`src/rtl/squash_game_ctrl.sv`:
```
// Squash game controller: pushbutton synchronise/debounce, serve-play-miss sequencing and tone gate.
// Define SQUASH_CTRL_LIVES_EN to enable lives counting and the reachable OVER state.
module squash_game_ctrl #(
    parameter int SERVE_FRAMES = 60,
    parameter int MISS_FRAMES  = 90,
    parameter int TONE_FRAMES  = 4
) (
    input  logic       clk,
    input  logic       reset_n,
    input  logic       frame_tick,
    input  logic       pause_n,
    input  logic       new_game_n,
    input  logic       up_key_n,
    input  logic       down_key_n,
    input  logic       ball_miss,
    input  logic       ball_hit,
    output logic       ball_step,
    output logic       paddle_up,
    output logic       paddle_down,
    output logic       ball_reset,
    output logic       speaker_en,
    output logic [1:0] lives,
    output logic [2:0] state
);

    typedef enum logic [2:0] {
        IDLE  = 3'd0,
        SERVE = 3'd1,
        PLAY  = 3'd2,
        PAUSE = 3'd3,
        MISS  = 3'd4,
        OVER  = 3'd5
    } state_t;

    localparam int B_NEW   = 0;
    localparam int B_PAUSE = 1;
    localparam int B_UP    = 2;
    localparam int B_DOWN  = 3;

    state_t     st;
    logic [7:0] frame_cnt;
    logic [3:0] tone_cnt;
    logic [3:0] sync1, sync2, deb, armed, press;
    logic       up_move, down_move, start, take_miss, lives_zero;

    // Buttons are asynchronous to clk, hence two flops before any use. A button only
    // becomes armed once it has been sampled released, so a key held through reset
    // cannot produce a press.
    always_ff @(posedge clk or negedge reset_n) begin
        if (!reset_n) begin
            sync1 <= '1;
            sync2 <= '1;
            deb   <= '1;
            armed <= '0;
        end else begin
            sync1 <= {down_key_n, up_key_n, pause_n, new_game_n};
            sync2 <= sync1;
            if (frame_tick) begin
                deb   <= sync2;
                armed <= armed | sync2;
            end
        end
    end

    always_comb begin
        press     = {4{frame_tick}} & armed & deb & ~sync2;
        up_move   = frame_tick & ~sync2[B_UP] & sync2[B_DOWN];
        down_move = frame_tick & ~sync2[B_DOWN] & sync2[B_UP];
        start     = press[B_NEW] && (st inside {IDLE, SERVE, PLAY, PAUSE, MISS, OVER});
        take_miss = (st == PLAY) && ball_miss && !start;
    end

`ifdef SQUASH_CTRL_LIVES_EN
    logic [1:0] lives_q;

    always_ff @(posedge clk or negedge reset_n) begin
        if (!reset_n) begin
            lives_q <= 2'd0;
        end else if (start) begin
            lives_q <= 2'd3;
        end else if (take_miss && lives_q != 2'd0) begin
            lives_q <= lives_q - 2'd1;
        end
    end

    assign lives      = lives_q;
    assign lives_zero = (lives_q == 2'd0);
`else
    assign lives      = 2'b11;
    assign lives_zero = 1'b0;
`endif

    assign state = st;

    // NOTE: sequential state uses non-blocking assignments only, so later lines in
    // this block (hit/miss tone reload) cleanly override the per-frame decrement.
    always_ff @(posedge clk or negedge reset_n) begin
        if (!reset_n) begin
            st          <= IDLE;
            frame_cnt   <= 8'd0;
            tone_cnt    <= 4'd0;
            ball_step   <= 1'b0;
            paddle_up   <= 1'b0;
            paddle_down <= 1'b0;
            ball_reset  <= 1'b0;
            speaker_en  <= 1'b0;
        end else begin
            ball_step   <= 1'b0;
            paddle_up   <= 1'b0;
            paddle_down <= 1'b0;
            ball_reset  <= 1'b0;

            if (frame_tick && tone_cnt != 4'd0) begin
                tone_cnt   <= tone_cnt - 4'd1;
                speaker_en <= (tone_cnt != 4'd1);
            end

            if (start) begin
                st         <= SERVE;
                frame_cnt  <= 8'(SERVE_FRAMES);
                ball_reset <= 1'b1;
            end else begin
                case (st)
                    IDLE, OVER: ;
                    SERVE: begin
                        if (frame_tick) begin
                            if (frame_cnt <= 8'd1) begin
                                frame_cnt <= 8'd0;
                                st        <= PLAY;
                            end else begin
                                frame_cnt <= frame_cnt - 8'd1;
                            end
                        end
                    end
                    PLAY: begin
                        if (frame_tick) begin
                            ball_step   <= 1'b1;
                            paddle_up   <= up_move;
                            paddle_down <= down_move;
                        end
                        if (ball_hit || take_miss) begin
                            tone_cnt   <= 4'(TONE_FRAMES);
                            speaker_en <= 1'b1;
                        end
                        if (take_miss) begin
                            st        <= MISS;
                            frame_cnt <= 8'(MISS_FRAMES);
                        end else if (press[B_PAUSE]) begin
                            st <= PAUSE;
                        end
                    end
                    PAUSE: begin
                        if (press[B_PAUSE]) st <= PLAY;
                    end
                    MISS: begin
                        if (frame_tick) begin
                            if (frame_cnt <= 8'd1) begin
                                if (lives_zero) begin
                                    frame_cnt <= 8'd0;
                                    st        <= OVER;
                                end else begin
                                    frame_cnt  <= 8'(SERVE_FRAMES);
                                    st         <= SERVE;
                                    ball_reset <= 1'b1;
                                end
                            end else begin
                                frame_cnt <= frame_cnt - 8'd1;
                            end
                        end
                    end
                    default: st <= IDLE;
                endcase
            end
        end
    end

endmodule

```
`config.mk`:
```
export PLATFORM = sky130hd
export DESIGN_NAME = squash_game_ctrl
export DESIGN_NICKNAME = d
export VERILOG_FILES = /design/src/rtl/squash_game_ctrl.sv
export SDC_FILE = /design/constraint.sdc
export NUM_CORES = 1
export LEC_CHECK = 0
export CORE_ASPECT_RATIO = 1.25
export CORE_MARGIN = 1.5
export CORE_UTILIZATION = 45
export CTS_BUF_LIST = sky130_fd_sc_hd__clkbuf_4
export DETAILED_ROUTE_END_ITERATION = 6
export PLACE_DENSITY = 0.67
export SLEW_MARGIN = 20
export SYNTH_ARGS = -nofsm -noshare
export SYNTH_HDL_FRONTEND = slang
export SYNTH_SLANG_ARGS = --single-unit
```
`constraint.sdc`:
```
create_clock -name clk -period 2.4 [get_ports clk]
set_input_delay 0.48 -clock clk [delete_from_list [all_inputs] [get_ports clk]]
set_output_delay 0.48 -clock clk [all_outputs]
set_load 0.03 [all_outputs]
```
==> run_results.csv, run 1 <==
group,metric,value,unit
floorplanning,core_region_area,0.00348,mm²
finish,layout.cells.most_common,"dfrtp_1",
setup_path,worstSetupPathType,"flop to output pin",
grt,grt_pass1_vias,1223,
cts,clkSinkCount,32,
setup_path,crit_path_top_delay_cell,"clkdlybuf4s50_1",
outcome,outcome,"finished clean",
grt,antenna_found_initial,0,
min_path,hold_path_end,"sync2[3]$_DFF_PN1_",
synth,syn_area,0.00164,mm²
grt,grt_max_degree,33,
cts,cts_hold_buf,0,
setup_path,crit_path_max_incr_delay,740,ps
finish,drive_above_1_share,18.5,%
placement,place_inst,209,
sta,maxSlewViolCount,0,
finish,final_cell_mix,"dfrtp_1 (22), clkdlybuf4s50_1 (16), nor2_1 (10), nand2_1 (10), dfstp_2 (10)",
synth,synth-seq-cells,32,
grt,grt_util_all_layers,17.2,%
setup_path,timing.rr.start,"frame_cnt[0]$_DFFE_PN0P_",
power,p_leak,0.000803,µW
cts,numCtsBuffers,5,
finish,nets,190,
setup_path,reg2reg_to,"frame_cnt[4]$_DFFE_PN0P_",
cts,cts_resized,0,
floorplanning,die_h,70.5,µm
floorplanning,die_width,57.0,µm
setup_path,path_max_fanout,13,
finish,finalNonFillerCells,217,
synth,avgSynthCellArea,10.5,µm²
synth,syn_inst,157,
grt,grt_first_pass_wirelength,5.31,mm
sta,rsz0062_at_grt,"false",
setup_path,cp-end-kind,"output pin",
setup_path,arrival,1660,ps
finish,insertedDiodeCount,0,
flow_run,max_cap_viol_count,0,
drt,wl,3.20,mm
cts,cts_max_level,2,
cts,worstSkewPairLatency,340,ps
synth,synth_edf_count,0,
finish,synthToLayoutAreaGrowth,16.5,%
sta,tns,0,ps
setup_path,worst-path-buf-inv,1,
min_path,whs_path_depth,0,
synth,synth.yosys.warnings,0,
setup_path,crit_family,"buffers and inverters",
power,ir_worst_vdd,734,µV
finish,regArea,813,µm²
sta,finalHoldViolations,0,
cts,clkTransAtPathRegs,100,ps
drt,drt-initial-drc-count,25,
drt,drcViolationCount,0,
min_path,worstHoldStart,"sync1[3]$_DFF_PN1_",
finish,multiInputGateArea,734,µm²
cts,cts-root-buf,"clkbuf_4",
floorplanning,die-area,0.00402,mm²
drt,post_drt_wl_per_cell,14.7,µm
floorplanning,start_util,47.1,%
sta,final-setup-viol-count,0,
grt,grt-ovfl-total,0,
setup_path,cp-start-kind,"flop",
power,powerDensity,954,mW/mm²
min_path,hp-class,"flop to flop",
synth,yosysSeqAreaShare,49.5,%
floorplanning,pin_count,19,
finish,fillers,301,
setup_path,path_cells,"clkdlybuf4s50_1",
sta,period_share,89.0,%
placement,dp_hpwl,2.34,mm
drt,viasPerCell,5.82,
sta,max_freq,0.468,GHz
cts,cts_tree,"built",
synth,ys_types,53,
setup_path,reg2reg_depth,6,
sta,layout_min_cycle_time,2140,ps
floorplanning,placementRows,24,
synth,synthArstFlopShare,100,%
placement,io_buffers,16,
setup_path,rrSetupSlack,470,ps
cts,cts_buffer_depth,2,
drt,antenna_left,0,
drt,vias,1264,
setup_path,required,1920,ps
placement,gp_congestion,0.808,
synth,synthFlopType,"dfrtp_1",
sta,clock_skew,8.71,ps
cts,postCtsSetupRepairBufs,0,
drt,first_pass_iters,4,
how the worst max path moves through the flow:
stage / slack, ps / to / cells past startpoint / from
5_1_grt: 180 / state[0] / 1 / state[0]$_DFFE_PN0P_
2_1_floorplan: 600 / frame_cnt[4]$_DFFE_PN0P_ / 7 / state[2]$_DFFE_PN0P_
4_1_cts: 250 / state[0] / 1 / state[0]$_DFFE_PN0P_
3_5_place_dp: 120 / paddle_down$_DFF_PN0_ / 6 / frame_tick
6_report: 260 / state[0] / 1 / state[0]$_DFFE_PN0P_
3_3_place_gp: 210 / frame_cnt[4]$_DFFE_PN0P_ / 7 / frame_tick
synth_stat cells (2+ instances only):
library cell  instances  area share (%)
inv_1                 6             1.4
a21o_1                3             1.4
buf_4                 2            0.91
mux2_2                2             1.4
a22o_1                2             1.1
buf_6                 3             2.1
or3_1                 2            0.76
a21boi_0              2            0.91
o22ai_1               2            0.76
dfrtp_1              22              34
xnor2_1               2             1.1
a21oi_1               9             2.7
buf_2                 3            0.91
dfstp_2              10              16
nor2_1               10             2.3
a31oi_1               2            0.76
nand2b_1              3             1.1
o21ai_1               2            0.61
clkbuf_1              3            0.69
nor3b_1               3             1.4
nand2_1              10             2.3
nor2b_1               4             1.5
ha_1                  4             3.0
o211ai_1              2            0.91
o21ai_0               6             1.8
nand3_1               3            0.91
nor3_1                7             2.1
o31ai_1               3             1.4
cells by family (layout without fill, tap and decap cells):
group | after synthesis | count (layout) | synth area share, %
xor+xnor | 2 | 2 | 1.07
simple gates | 52 | 52 | 18.0
fa+ha+maj | 4 | 4 | 3.05
flops | 32 | 32 | 49.5
buf+inv | 17 | 37 | 5.94
mux | 3 | 3 | 1.98
compound gates | 46 | 46 | 20.2
other cells | 1 | 2 | 0.228
flip-flops by register name (all words and copies together) (netlist names):
signal	flops
deb	2
tone_cnt	4
ball_step	1
speaker_en	1
paddle_down	1
frame_cnt	8
ball_reset	1
paddle_up	1
sync2	4
sync1	4
armed	2
state	3
metal layers:
metal | share of wire, % | GRT usage (%)
met4 | 2.0 | 7.75
met2 | 52 | 29.4
met5 | 0 | 0
met1 | 42 | 19.6
met3 | 3.8 | 5.00
metrics by stage:
stage	utilization [%]	total power, µW	hold slack (ps)	setup slack, ps	instance area (µm²)
finish	54.9	1820	361	264	1910
global route	54.9	1950	369	184	1910
CTS	54.9	1830	362	252	1910
detailed placement	52.6	1420	347	125	1830
global placement	52.6	1390	346	214	1830
floorplan	-	1260	184	601	1650
layout make-up:
class | instances | share of cell area, %
multi-input cells | 109 | 38.4
clock inverters | 3 | 2.23
well taps | 39 | 2.55
flip-flops and latches | 32 | 42.5
inverters | 6 | 1.18
clock buffers | 5 | 1.96
repair buffers | 23 | 11.1
where the power goes:
part / total [µW] / internal, µW / switching (µW) / leakage (µW)
clock: 409 / 217 / 192 / 0.0000412
combinational: 605 / 284 / 321 / 0.000396
sequential: 809 / 666 / 143 / 0.000366
No activity file was read; power rests on OpenSTA's default activity.
==> run 2: changes to the inputs <==
--- a/config.mk
+++ b/config.mk
@@ -9,8 +9,10 @@
 export CORE_MARGIN = 1.5
 export CORE_UTILIZATION = 45
 export CTS_BUF_LIST = sky130_fd_sc_hd__clkbuf_4
+export CTS_CLUSTER_SIZE = 40
 export DETAILED_ROUTE_END_ITERATION = 6
 export PLACE_DENSITY = 0.67
+export SKIP_CTS_REPAIR_TIMING = 1
 export SLEW_MARGIN = 20
 export SYNTH_ARGS = -nofsm -noshare
 export SYNTH_HDL_FRONTEND = slang
==> results of run 2 <==
No change in the layout: final DEF, timing and power equal those of run 1.
==> run 3: changes to the inputs <==
--- a/config.mk
+++ b/config.mk
@@ -9,7 +9,6 @@
 export CORE_MARGIN = 1.5
 export CORE_UTILIZATION = 45
 export CTS_BUF_LIST = sky130_fd_sc_hd__clkbuf_4
-export CTS_CLUSTER_SIZE = 40
 export DETAILED_ROUTE_END_ITERATION = 6
 export PLACE_DENSITY = 0.67
 export SKIP_CTS_REPAIR_TIMING = 1
==> results of run 3 <==
No change in the layout: final DEF, timing and power equal those of run 1.
